===== src/rtl/mult_pkg.sv =====
// Shared definitions for the shift-add multiplier: FSM state encoding and
// the iteration-counter width helper.
package mult_pkg;

  typedef enum logic [1:0] {
    ST_IDLE = 2'd0,
    ST_BUSY = 2'd1,
    ST_DONE = 2'd2
  } state_t;

  // Counter must be able to hold the value WIDTH itself.
  function automatic int cnt_w(input int width);
    return $clog2(width + 1);
  endfunction

endpackage


===== src/rtl/mult_add_shift_step.sv =====
// One radix-2 iteration: conditionally add the multiplicand into the upper
// accumulator half, then shift {carry, upper, lower} right by one bit.
module mult_add_shift_step #(
  parameter int WIDTH = 8
) (
  input  logic [WIDTH-1:0]   i_mcand,
  input  logic [2*WIDTH-1:0] i_acc,
  output logic [2*WIDTH-1:0] o_acc
);

  logic [WIDTH:0] w_sum;

  always_comb begin
    w_sum = {1'b0, i_acc[2*WIDTH-1:WIDTH]} +
            (i_acc[0] ? {1'b0, i_mcand} : {(WIDTH+1){1'b0}});
    // The adder carry becomes the new MSB; the examined multiplier bit drops out.
    o_acc = {w_sum, i_acc[WIDTH-1:1]};
  end

endmodule


===== src/rtl/shift_add_multiplier.sv =====
// Sequential shift-and-add multiplier, WIDTH cycles per product, valid/ready
// handshakes on both sides. Define SHIFT_ADD_MULT_SIGNED_EN to add is_signed.
module shift_add_multiplier
  import mult_pkg::*;
#(
  parameter int WIDTH = 8
) (
  input  logic               clk,
  input  logic               rst_n,
  input  logic               in_valid,
  output logic               in_ready,
  input  logic [WIDTH-1:0]   in_a,
  input  logic [WIDTH-1:0]   in_b,
`ifdef SHIFT_ADD_MULT_SIGNED_EN
  input  logic               is_signed,
`endif
  output logic               out_valid,
  input  logic               out_ready,
  output logic [2*WIDTH-1:0] out_p,
  output logic               busy
);

  localparam int             CNT_W = cnt_w(WIDTH);
  localparam logic [CNT_W-1:0] LAST = CNT_W'(WIDTH - 1);

  state_t               r_state;
  state_t               w_state_nxt;
  logic [WIDTH-1:0]     r_mcand;
  logic [2*WIDTH-1:0]   r_acc;
  logic [2*WIDTH-1:0]   r_p;
  logic [CNT_W-1:0]     r_cnt;
  logic                 w_accept;
  logic                 w_last;
  logic [WIDTH-1:0]     w_a_mag;
  logic [WIDTH-1:0]     w_b_mag;
  logic [2*WIDTH-1:0]   w_acc_nxt;
  logic [2*WIDTH-1:0]   w_prod;

  assign w_accept = in_valid && (r_state == ST_IDLE);
  assign w_last   = (r_state == ST_BUSY) && (r_cnt == LAST);

`ifdef SHIFT_ADD_MULT_SIGNED_EN
  logic r_neg;
  logic w_neg;

  // Multiply magnitudes; the most negative value maps to 2^(WIDTH-1), which still fits unsigned.
  assign w_a_mag = (is_signed && in_a[WIDTH-1]) ? (~in_a + WIDTH'(1)) : in_a;
  assign w_b_mag = (is_signed && in_b[WIDTH-1]) ? (~in_b + WIDTH'(1)) : in_b;
  assign w_neg   = is_signed && (in_a[WIDTH-1] ^ in_b[WIDTH-1]);
  assign w_prod  = r_neg ? (~w_acc_nxt + (2*WIDTH)'(1)) : w_acc_nxt;

  always_ff @(posedge clk or negedge rst_n) begin
    if (!rst_n) begin
      r_neg <= 1'b0;
    end else if (w_accept) begin
      r_neg <= w_neg;
    end
  end
`else
  assign w_a_mag = in_a;
  assign w_b_mag = in_b;
  assign w_prod  = w_acc_nxt;
`endif

  mult_add_shift_step #(
    .WIDTH (WIDTH)
  ) u_step (
    .i_mcand (r_mcand),
    .i_acc   (r_acc),
    .o_acc   (w_acc_nxt)
  );

  always_ff @(posedge clk or negedge rst_n) begin
    if (!rst_n) begin
      r_state <= ST_IDLE;
    end else begin
      r_state <= w_state_nxt;
    end
  end

  always_comb begin
    w_state_nxt = r_state;
    unique case (r_state)
      ST_IDLE: if (in_valid) w_state_nxt = ST_BUSY;
      ST_BUSY: if (w_last)   w_state_nxt = ST_DONE;
      ST_DONE: if (out_ready) w_state_nxt = ST_IDLE;
      default: w_state_nxt = ST_IDLE;
    endcase
  end

  // Lower accumulator half starts as the multiplier and is consumed LSB-first.
  always_ff @(posedge clk or negedge rst_n) begin
    if (!rst_n) begin
      r_mcand <= '0;
      r_acc   <= '0;
      r_cnt   <= '0;
      r_p     <= '0;
    end else if (w_accept) begin
      r_mcand <= w_a_mag;
      r_acc   <= {{WIDTH{1'b0}}, w_b_mag};
      r_cnt   <= '0;
    end else if (r_state == ST_BUSY) begin
      r_acc <= w_acc_nxt;
      r_cnt <= r_cnt + CNT_W'(1);
      if (w_last) begin
        r_p <= w_prod;
      end
    end
  end

  assign in_ready  = (r_state == ST_IDLE);
  assign busy      = (r_state == ST_BUSY);
  assign out_valid = (r_state == ST_DONE);
  assign out_p     = r_p;

endmodule


===== config.mk =====
export PLATFORM = sky130hd
export DESIGN_NAME = shift_add_multiplier
export DESIGN_NICKNAME = d
export VERILOG_FILES = /design/src/rtl/mult_pkg.sv /design/src/rtl/mult_add_shift_step.sv /design/src/rtl/shift_add_multiplier.sv
export SDC_FILE = /design/constraint.sdc
export NUM_CORES = 1
export LEC_CHECK = 0
export CELL_PAD_IN_SITES_DETAIL_PLACEMENT = 2
export CELL_PAD_IN_SITES_GLOBAL_PLACEMENT = 2
export CORE_MARGIN = 3
export CORE_UTILIZATION = 35
export DETAILED_ROUTE_END_ITERATION = 8
export PLACE_DENSITY = 0.85
export SLEW_MARGIN = 30
export SYNTH_ARGS = -nofsm -noshare
export SYNTH_HDL_FRONTEND = slang
export SYNTH_SLANG_ARGS = --single-unit

===== constraint.sdc =====
create_clock -name clk -period 6 [get_ports clk]
set_input_delay 0.6 -clock clk [delete_from_list [all_inputs] [get_ports clk]]
set_output_delay 0.6 -clock clk [all_outputs]
set_load 0.005 [all_outputs]

==> run_results.csv <==
group,metric,value,unit
outcome,status,"completed",
setup_path,critPathSlowestCell,"dfrtp_1",
synth,synth_seq_area_share,0.504,
placement,placed_cells,345,
global_route,grt.overflow.total,0,
synth,yosysTopAreaCell,"dfrtp_1",
setup_path,r2r-end,"r_state[1]",
timing,hold_viol,0,
clock_network,cts-buffers-inserted,5,
floorplanning,core-area,6130,sq um
pwr,clock_power_share,0.147,
clock_network,cts_tree,"built",
final_layout,num-nets-final,307,
setup_path,cp.arrival,2380,ps
synth,syn_nets,275,
timing,min_period,2980,ps
detailed_routing,wl,6.42,mm
synth,synth.avg_cell_area,9.33,sq um
setup_path,end_kind,"output port",
floorplanning,dieArea,7530,sq um
clock_network,clkLatencyLatePin,300,ps
global_route,grt_usage,0.190,
timing,fin_crit_sh,0.497,
timing,rsz0062_at_grt,"no",
detailed_routing,via_per_inst,5.27,
clock_network,cts-root-buf,"clkbuf_8",
floorplanning,die_h,86.8,um
timing,setup_viol,0,
floorplanning,row_count,28,
synth,ys.flop_type,"dfrtp_1",
clock_network,htreeDepth,2,
timing,slew_headroom,0.507,
pwr,pwr_density_cell,491,nW/um^2
final_layout,drive_above_1_share,0.0468,
setup_path,critical_path_class,"reg -> out",
synth,synth_common_cells,"nand2_1, dfrtp_1, o21ai_0",
detailed_routing,wl_per_cell,18.2,um
timing,hold_slack,284,ps
setup_path,critPathMaxFanout,17,
synth,netlist_area,2280,sq um
timing,timing.final.ws_setup,3020,ps
timing,max_freq,335,MHz
floorplanning,initial_core_util,0.373,
setup_path,start_kind,"flip-flop",
placement,gp_congestion,0.750,
clock_network,cts-hold-fix-buffers,0,
synth,synth_cells,245,
timing,worst_slew_pin_slew,738,ps
global_route,antenna_found_initial,0,
global_route,met1_usage,0.262,
synth,synth.most_common_cell,"nand2_1",
clock_network,clkSlewWorstSetupHoldPaths,90,ps
timing,final.setup.tns,0,ps
clock_network,postCtsSetupBuffers,0,
setup_path,rr_startpoint,"r_state[1]",
global_route,use_met3,0.0314,
floorplanning,dieWidth,86.8,um
setup_path,critPathMaxStageDelay,640,ps
global_route,grt_max_degree,47,
timing,slew_violations,0,
job,drv_cap,0,
pwr,p_leak,1.33,nW
final_layout,synthToLayoutAreaGrowth,21.5,%
synth,async_reset_ff_frac,1.00,
detailed_routing,drt-pass1-iter-count,4,
clock_network,cts_resized,0,
pwr,ir_worst_vdd,0.182,mV
pwr,switching_share,0.411,
setup_path,cp.required,5400,ps
placement,dpl_worst_slack,3370,ps
pwr,switching_power,560,uW
synth,synth_top_area_frac,0.504,
pwr,combPwrFrac,0.439,
global_route,busiest_layer,"met2",
detailed_routing,drt_iter0_drc,87,
detailed_routing,num_vias,1861,
detailed_routing,ant_nets,0,
synth,synth-seq-cells,46,
setup_path,reg2reg_depth,4,
synth,synth_top_cells_by_area,"dfrtp_1, nand2_1, ha_1",
pwr,power,1.36,mW
pwr,internal-power,803,uW
placement,io_buffers,38,
clock_network,clk_path_buf_depth,2,
synth,synth_cell_types,38,
final_layout,fin_cells,353,
pwr,seq_power_share,0.414,
detailed_routing,drc,0,
global_route,grt_use_met2,0.312,
synth,synth_edf_count,0,
final_layout,n_antenna_cell,0,
setup_path,r2r_slack,3440,ps
floorplanning,num_io_pins,39,
synth,synth_warnings,0,
placement,hpwlAfterDp,4.70,mm
global_route,grt_pass1_wl,11.1,mm
setup_path,path_cells,"nand2b_1 -> inv_2 -> clkdlybuf4s50_1",
timing,worst_clock_skew,10.5,ps
clock_network,clock_sinks,46,
global_route,first_global_vias,2058,
min_path,min_path_type,"in -> async",
-- metal layers --
metal  share of wire  routed length, um  up-vias
met1            0.48               3110      931
li1                -                  -      897
met5               0                  0        -
met3           0.024                151        2
met2            0.49               3140       31
met4          0.0028                 18        0
-- power groups by stage --
stage	clock, mW	sequential, mW	combinational [mW]
floorplan	0	0.528	0.377
global placement	0	0.557	0.563
detailed placement	0	0.570	0.598
CTS	0.207	0.565	0.610
global route	0.225	0.587	0.684
finish	0.201	0.564	0.598
-- flip-flops by register name (all words and copies together) (netlist names) --
register,flops
out_p,16
r_acc,16
r_cnt,4
r_mcand,8
r_state,2
-- cell usage in the layout, fill, tap and decap left out, drive strengths merged, types with 2 or more instances in the layout --
cell / instances
a211o: 3
a21o: 3
dfrtp: 46
nor2b: 3
and3: 2
and2b: 6
xnor2: 3
nand2: 70
o31ai: 2
ha: 9
inv: 3
a22oi: 7
a21oi: 13
nand4: 3
nand3: 13
and3b: 2
clkdlybuf4s50: 37
nand2b: 2
o21ai: 22
and2: 9
clkbuf: 7
-- final cells by class --
cell class / count / area (sq um)
Fill cell: 663 / 3350
Clock inverter: 1 / 5.00
Multi-Input combinational cell: 183 / 1050
Timing Repair Buffer: 38 / 378
Tap cell: 75 / 93.8
Inverter: 3 / 11.3
Clock buffer: 7 / 86.3
Sequential cell: 46 / 1150
-- through the flow --
stage | utilization | area (sq um)
floorplan | - | 2280
global placement | 0.438 | 2680
detailed placement | 0.438 | 2690
global route | 0.453 | 2780
CTS | 0.453 | 2780
finish | 0.453 | 2780
-- kinds of logic after synthesis --
| family | after synthesis | synth area share |
|---|---|---|
| simple gates | 113 | 0.233 |
| compound gates | 55 | 0.150 |
| flops | 46 | 0.504 |
| buf+inv | 16 | 0.0361 |
| fa+ha+maj | 10 | 0.0581 |
| xor+xnor | 4 | 0.0153 |
| mux | 1 | 0.00438 |
-- worst max-delay path, delay by kind of cell (launching register included) --
kind	cells	cell delay [ps]
AND/OR/NAND/NOR	1	470
flip-flops	1	640
buffers and inverters	2	970
-- worst max-delay path by stage --
stage	startpoint	endpoint	slack (ps)
after floorplan	r_acc[0]	r_acc[13]	4040
after global placement	in_valid	r_mcand[5]	3450
after detailed placement	r_state[0]	busy	3370
after CTS	r_state[0]	busy	3000
after global routing	r_state[0]	busy	2820
final	r_state[0]	busy	3020
Power figures use the tool's default switching activity.
